[src/rtl/rst_seq_pkg.sv]
// Shared types and helpers for the reset sequencer: FSM state encoding and
// the width rule for the shared cycle counter.
package rst_seq_pkg;

  typedef enum logic [2:0] {
    ST_RESET    = 3'd0,
    ST_HOLD     = 3'd1,
    ST_REL_CORE = 3'd2,
    ST_RUN      = 3'd3
  } state_e;

  function automatic int cnt_width(input int hold_c, input int gap_c, input int wdog_c);
    int m;
    m = hold_c;
    if (gap_c > m) m = gap_c;
    if (wdog_c > m) m = wdog_c;
    return $clog2(m + 1);
  endfunction

endpackage

[src/rtl/rst_sync.sv]
// Reset synchronizer: asynchronous assertion, deassertion after STAGES
// rising clk edges.
module rst_sync #(
  parameter int STAGES = 2
) (
  input  logic clk,
  input  logic rst_n,
  output logic rst_n_sync
);

  logic [STAGES-1:0] sync_q;

  always_ff @(posedge clk or negedge rst_n) begin
    if (!rst_n) begin
      sync_q <= '0;
    end else begin
      sync_q <= {sync_q[STAGES-2:0], 1'b1};
    end
  end

  assign rst_n_sync = sync_q[STAGES-1];

endmodule

[src/rtl/rst_seq.sv]
// Reset sequencer: holds core/tx resets after a synchronized release, then
// releases core first and tx last. Optional watchdog: define RST_SEQ_WDOG_EN.
module rst_seq
  import rst_seq_pkg::*;
#(
  parameter int SYNC_STAGES = 2,
  parameter int HOLD_CYCLES = 1024,
  parameter int GAP_CYCLES  = 16,
  parameter int WDOG_CYCLES = 65536
) (
  input  logic       clk,
  input  logic       rst,
  input  logic       soft_req,
  input  logic       wdog_kick,
  output logic       rst_n_sync,
  output logic       core_rst,
  output logic       tx_rst,
  output logic       ready,
  output logic       wdog_trip,
  output logic [2:0] state
);

  if (SYNC_STAGES < 2 || SYNC_STAGES > 4) begin : g_bad_sync
    $error("rst_seq: SYNC_STAGES must be in 2..4");
  end
  if (HOLD_CYCLES < 1) begin : g_bad_hold
    $error("rst_seq: HOLD_CYCLES must be at least 1");
  end
  if (GAP_CYCLES < 1) begin : g_bad_gap
    $error("rst_seq: GAP_CYCLES must be at least 1");
  end
  if (WDOG_CYCLES < 1) begin : g_bad_wdog
    $error("rst_seq: WDOG_CYCLES must be at least 1");
  end

  localparam int CNT_W = cnt_width(HOLD_CYCLES, GAP_CYCLES, WDOG_CYCLES);
  localparam logic [CNT_W-1:0] HOLD_LAST = CNT_W'(HOLD_CYCLES - 1);
  localparam logic [CNT_W-1:0] GAP_LAST  = CNT_W'(GAP_CYCLES - 1);
`ifdef RST_SEQ_WDOG_EN
  localparam logic [CNT_W-1:0] WDOG_LAST = CNT_W'(WDOG_CYCLES - 1);
`endif

  function automatic logic [CNT_W-1:0] cnt_inc(input logic [CNT_W-1:0] c);
    return (c == '1) ? c : c + CNT_W'(1);
  endfunction

  rst_sync #(.STAGES(SYNC_STAGES)) u_rst_sync (
    .clk        (clk),
    .rst_n      (rst),
    .rst_n_sync (rst_n_sync)
  );

  state_e           st, st_d;
  logic [CNT_W-1:0] cnt, cnt_d;
  logic             core_d, tx_d, rdy_d, trip_d, restart;

`ifndef RST_SEQ_WDOG_EN
  logic unused_kick;
  assign unused_kick = wdog_kick;
`endif

  always_comb begin
    st_d    = st;
    cnt_d   = cnt_inc(cnt);
    core_d  = core_rst;
    tx_d    = tx_rst;
    rdy_d   = ready;
    trip_d  = 1'b0;
    restart = 1'b0;
    unique case (st)
      ST_RESET: begin
        cnt_d = '0;
        if (rst_n_sync) st_d = ST_HOLD;
      end
      ST_HOLD: begin
        if (soft_req) begin
          restart = 1'b1;
        end else if (cnt == HOLD_LAST) begin
          st_d   = ST_REL_CORE;
          cnt_d  = '0;
          core_d = 1'b0;
        end
      end
      ST_REL_CORE: begin
        if (soft_req) begin
          restart = 1'b1;
        end else if (cnt == GAP_LAST) begin
          st_d  = ST_RUN;
          cnt_d = '0;
          tx_d  = 1'b0;
          rdy_d = 1'b1;
        end
      end
      ST_RUN: begin
`ifdef RST_SEQ_WDOG_EN
        // A kick on the expiry edge clears the count before expiry is seen.
        if (soft_req) begin
          restart = 1'b1;
        end else if (wdog_kick) begin
          cnt_d = '0;
        end else if (cnt == WDOG_LAST) begin
          restart = 1'b1;
          trip_d  = 1'b1;
        end
`else
        cnt_d = '0;
        if (soft_req) restart = 1'b1;
`endif
      end
      default: begin
        st_d  = ST_RESET;
        cnt_d = '0;
      end
    endcase
    if (restart) begin
      st_d   = ST_HOLD;
      cnt_d  = '0;
      core_d = 1'b1;
      tx_d   = 1'b1;
      rdy_d  = 1'b0;
    end
  end

  always_ff @(posedge clk or negedge rst) begin
    if (!rst) begin
      st        <= ST_RESET;
      cnt       <= '0;
      core_rst  <= 1'b1;
      tx_rst    <= 1'b1;
      ready     <= 1'b0;
      wdog_trip <= 1'b0;
    end else begin
      st        <= st_d;
      cnt       <= cnt_d;
      core_rst  <= core_d;
      tx_rst    <= tx_d;
      ready     <= rdy_d;
      wdog_trip <= trip_d;
    end
  end

  assign state = st;

endmodule

[config.mk]
export PLATFORM = sky130hd
export DESIGN_NAME = rst_seq
export DESIGN_NICKNAME = d
export VERILOG_FILES = /design/src/rtl/rst_seq_pkg.sv /design/src/rtl/rst_sync.sv /design/src/rtl/rst_seq.sv
export SDC_FILE = /design/constraint.sdc
export NUM_CORES = 1
export LEC_CHECK = 0
export CAP_MARGIN = 20
export CORE_MARGIN = 2
export CORE_UTILIZATION = 45
export CTS_CLUSTER_SIZE = 24
export DETAILED_ROUTE_END_ITERATION = 16
export PLACE_DENSITY = 0.69
export SYNTH_ARGS = -nofsm -noshare
export SYNTH_HDL_FRONTEND = slang
export SYNTH_SLANG_ARGS = --single-unit
[constraint.sdc]
create_clock -name clk -period 2.58 [get_ports clk]
set_input_delay 0.516 -clock clk [delete_from_list [all_inputs] [get_ports clk]]
set_output_delay 0.516 -clock clk [all_outputs]
set_load 0.02 [all_outputs]
After elaboration in Yosys (flattened, before gate mapping)
Index checks and enable logic that the tools add are counted.
{"block": "op_classes", "n_addsub": 1, "eq_ne": 13, "mux": 28, "n_reduce_logical": 9}
{"op": "$mux W17", "count": 6}
{"op": "$pmux W17 S2", "count": 1}
{"op": "$mux W3", "count": 6}
{"op": "$add A17 B1 Y17 const B", "count": 1}
{"op": "$eq A17 B10 Y1 const B", "count": 1}
{"op": "$eq A17 B17 Y1 const B", "count": 1}
{"op": "$eq A17 B4 Y1 const B", "count": 1}
{"op": "$mux W1", "count": 14}
{"op": "$ne A3 B3 Y1 const B", "count": 4}
{"op": "$pmux W3 S4", "count": 1}
{"op": "$reduce_bool A2 Y1", "count": 4}
{"op": "$eq A3 B2 Y1 const B", "count": 2}
{"op": "$reduce_and A3 Y1", "count": 2}
{"op": "$reduce_and A6 Y1", "count": 1}
{"op": "$eq A3 B1 Y1 const B", "count": 1}
{"op": "$logic_not A3 Y1", "count": 1}
{"op": "$ne A3 B2 Y1 const B", "count": 1}
{"op": "$reduce_or A3 Y1", "count": 1}
{"op": "$ne A2 B1 Y1 const B", "count": 1}
{"op": "$ne A2 B2 Y1 const B", "count": 1}
{"block": "word_totals", "register_bits": 25, "input_bits": 4, "out_inout_bits": 8, "word_cells": 57}

Longest topological paths before layout
{"block": "logic_depth", "ltp_word": 6, "ltp_mapped": 8, "depth_no_buf": 7}

Cells and area by module
From an unflattened synthesis, not the netlist that was laid out.
{"block": "unflattened", "cells_unflattened": 133, "hier_area_um2": 1271.2}
{"mod": "rst_seq", "instances": 1, "cells_each": 130, "area_each_um2": 1217.4, "seq_area_each_um2": 553.0}
{"mod": "rst_sync", "instances": 1, "cells_each": 3, "area_each_um2": 53.8, "seq_area_each_um2": 50.0}

Worst setup path after synthesis
Ideal clock, no wire load.
{"block": "synth_path", "kind": "reg2reg", "startpoint": "reg cnt[0]", "endpoint": "reg st[0] (netlist: state[0])", "setup_ps": 128, "arrival_time_ps": 1789, "t_required_ps": 2452, "slack_ps": 664, "path_stages_with_launch": 8, "path_buffers": 1, "period_less_slack_ps": 1916, "cell_sequence": "dfrtp_1 -> ha_1 -> and3_1 -> buf_4 -> nand3_1 -> o211a_4 -> nor3_4 -> mux2_1"}
{"block": "synth_via", "elab_chain_cells": 3, "elab_cells_between_ends": 5, "classes_between": "4 x eq/ne; 1 x reduce/logical"}
{"element": "start, declared", "line": "rst_seq.sv:54", "text": "logic [CNT_W-1:0] cnt, cnt_d;"}
{"element": "start signal, assigned", "line": "rst_seq.sv:134", "text": "cnt <= cnt_d;"}
{"element": "$eq A17 B4 Y1 / $eq A17 B10 Y1 (equally long branches)", "line": "rst_seq.sv:87, rst_seq.sv:78"}
{"element": "$ne A3 B3 Y1 (no line)"}
{"element": "$reduce_and A6 Y1 (no line) (*)"}
{"element": "end signal, assigned", "line": "rst_seq.sv:133", "text": "st <= st_d;"}
{"element": "end, declared", "line": "rst_seq.sv:53", "text": "state_e st, st_d;"}
Every way passes the cells marked *; elsewhere a longest branch is shown, timed or not.
A chain may end at the register's enable or synchronous reset.

Worst setup path in the final report
{"block": "layout_path", "startpoint": "reg cnt[0]", "endpoint": "reg cnt[3]"}
{"block": "layout_via", "elab_chain_cells": 6, "elab_cells_between_ends": 11, "classes_between": "1 x add/sub; 3 x eq/ne; 7 x mux"}
{"element": "$add A17 B1 Y17 / $eq A17 B17 Y1 (equally long branches)", "line": "rst_seq.sv:44", "text": "return (c == '1) ? c : c + CNT_W'(1);"}
{"element": "$mux W17", "line": "rst_seq.sv:44"}
{"element": "$mux W17 (on tied branches)", "line": "rst_seq.sv:87, rst_seq.sv:78"}
{"element": "$mux W17 (on tied branches)", "line": "rst_seq.sv:85, rst_seq.sv:76"}
{"element": "$pmux W17 S2 (*)", "line": "rst_seq.sv:70", "text": "unique case (st)"}
{"element": "$mux W17 (*)", "line": "rst_seq.sv:115", "text": "if (restart) begin"}
{"element": "named net cnt_d[3]", "line": "rst_seq.sv:54"}
Mark *: on every way through the listed nets, which the timed path passes. The rest lies on a longest branch.

==> out/metrics.yaml <==
run_status:
  status: "finished, final reports clean"
floorplanning:
  ios: 12
  core-area_um2: 3000
  die_y_um: 59.7
  die_w_um: 59.7
  dieArea_um2: 3560
  rows: 20
  start_util: 0.465
detailed_routing:
  via_count: 1059
  antenna_violating_nets_post_route: 0
  drc: 0
  first_pass_iters: 4
  wire_per_inst_um: 13.7
  viasPerCell: 5.72
  wl_mm: 2.54
  drtIter0Drc: 18
finish:
  multi_input_area_um2: 719
  nNetsFinal: 163
  fin_area_um2: 1510
  syn2layout_area_growth_pct: 8.25
  ff_latch_area_um2: 603
  final_cell_mix: "dfrtp_1, nor2_1, nand2_1, nor3_1, clkdlybuf4s50_1"
  final_util: 0.503
  final_common_cell: "dfrtp_1"
  antennaDiodeCount: 0
  drive_above_1_share: 0.0921
  fillers: 298
sta:
  tns_ns: 0
  layout_worst_path_cycle_share: 0.835
  whs_ns: 0.364
  setup_viol: 0
  finalClockSkew_ns: 0.00371
  rsz0062_at_grt: "no"
  fin_crit_ns: 2.16
  slew_violations: 0
  finalHoldViolCount: 0
  max_freq_ghz: 0.464
synthesis:
  syn_area_um2: 1400
  synth_area_leaders: "dfrtp_1, ha_1, nor2_1"
  synth_cells: 146
  synth.distinct_cells: 44
  seq_area_frac_synth: 0.432
  ys_ff_latch: 24
  yosysWarnings: 0
  yosys.area.top_type: "dfrtp_1"
  yosysTopAreaCellShare: 0.395
  synth.avg_cell_area_um2: 9.56
critical_path:
  setup.worst_path.class: "register to register"
  path_buf_inv: 0
  max_stage_delay_ns: 0.43
  worstPathRequired_ns: 2.78
  critical_path.slowest_cell: "dfrtp_1"
  crit_chain: "ha_1, and3_1, nand3_1, o211a_4, o21ai_4, nor3_1"
  crit_fanout: 17
  cp-end-kind: "register"
  worstPathArrival_ns: 2.35
  cp-startpoint: "cnt[0]$_DFF_PN0_"
  startpoint_type: "register"
  crit_family: "compound AO/OA/AOI/OAI gates"
  reg2reg_from: "cnt[0]$_DFF_PN0_"
clock_network:
  cts_setup_buffers: 0
  cts_buffers: 3
  cts_tree: "done"
  cts_hold_buf: 0
  clkSlewWorstSetupHoldPaths_ns: 0.13
  htreeDepth: 1
  clock_sinks: 24
  clk_latency_ns: 0.32
  cts_resized: 0
  root_buffer: "clkbuf_4"
  clockBufferDepth: 2
global_routing:
  grt_max_degree: 25
  antenna_found_initial: 0
  grtUsageTotal: 0.173
  grt-ovfl-total: 0
  grt_pass1_wl_mm: 4.64
  grt_pass1_vias: 1033
power_and_ir_drop:
  power.leakage_nw: 0.647
  powerDensity_nw_per_um2: 666
  peakVddDrop_mv: 0.466
  p_total_mw: 1.01
placed_design:
  place.gp.congestion: 0.796
  io_buffers: 8
  hpwlAfterDp_mm: 1.87
  place_area_um2: 1470
worst_hold_path:
  worstHoldPathType: "register to register"
  hold_path.startpoint: "u_rst_sync.sync_q[0]$_DFF_PN0_"
run:
  cap_violations: 0
==> metrics by stage <==
stage,setup WS [ns],std cells
global placement,0.197,181
finish,0.424,185
global route,0.298,185
detailed placement,0.181,181
floorplan,0.664,147
CTS,0.392,185
==> synthesized netlist by cell type, drive strengths merged <==
library cell and count:
inv 6, and4 4, a31oi 2, nand3 7, o21ai 3, clkbuf 1, nand3b 1, mux2 1
o21a 1, xor2 3, nand4 2, a311oi 1, xnor2 6, and3 4, nand2b 1, nand2 13
nor4 4, o211ai 1, ha 6, o211a 1, nor3b 1, conb 2, o31ai 1, buf 7
a41oi 1, dfrtp 22, nor3 11, nor2 19, dfstp 2, o22ai 1, a21o 1, and2 2
mux2i 2, a22oi 1, or4 1, a21oi 4
==> logic make-up after synthesis <==
family / Yosys count / synth area share
other: 2 / 0.00538
adders and majority gates: 6 / 0.0538
AOI/OAI and AO/OA: 18 / 0.101
DFF: 24 / 0.432
buffers and inverters: 14 / 0.0547
xor gates and xnor gates: 9 / 0.0565
and+or+nand+nor: 70 / 0.274
muxes: 3 / 0.0224
==> flip-flops by register name, summed over array words and instances, names as in the netlist <==
register           cells
ready                  1
core_rst               1
tx_rst                 1
cnt                   17
state                  2
u_rst_sync.sync_q      2
==> per-layer routing <==
| metal | track usage | wire length [µm] | vias to the layer above |
|---|---|---|---|
| li1 | - | - | 517 |
| met1 | 0.241 | 1240 | 514 |
| met2 | 0.261 | 1170 | 23 |
| met3 | 0.0303 | 87 | 5 |
| met4 | 0.0825 | 44 | 0 |
| met5 | 0 | 0 | - |
==> worst paths after layout <==
| check | endpoint | slack (ns) | cells after the start |
|---|---|---|---|
| setup / recovery | cnt[3]$_DFF_PN0_ | 0.42 | 6 |
| hold / removal | u_rst_sync.sync_q[1]$_DFF_PN0_ | 0.36 | 0 |
| setup reg to reg | cnt[3]$_DFF_PN0_ | 0.42 | 6 |
| hold reg to reg | u_rst_sync.sync_q[1]$_DFF_PN0_ | 0.36 | 0 |
| max in group asynchronous | tx_rst$_DFFE_PN1P_ | 1.75 | 2 |
| min in group asynchronous | cnt[10]$_DFF_PN0_ | 0.55 | 2 |
==> cell type report <==
cell class | count | share of cell area
Clock buffer | 4 | 0.0240
Multi-Input combinational cell | 109 | 0.476
Tap cell | 33 | 0.0273
Inverter | 6 | 0.0149
Timing Repair Buffer | 9 | 0.0580
Sequential cell | 24 | 0.399
==> power breakdown <==
part / switching [mW] / internal (mW)
clock network: 0.113 / 0.0863
logic: 0.223 / 0.146
registers: 0.0345 / 0.402
total: 0.371 / 0.634
No activity file was read; power rests on OpenSTA's default activity.
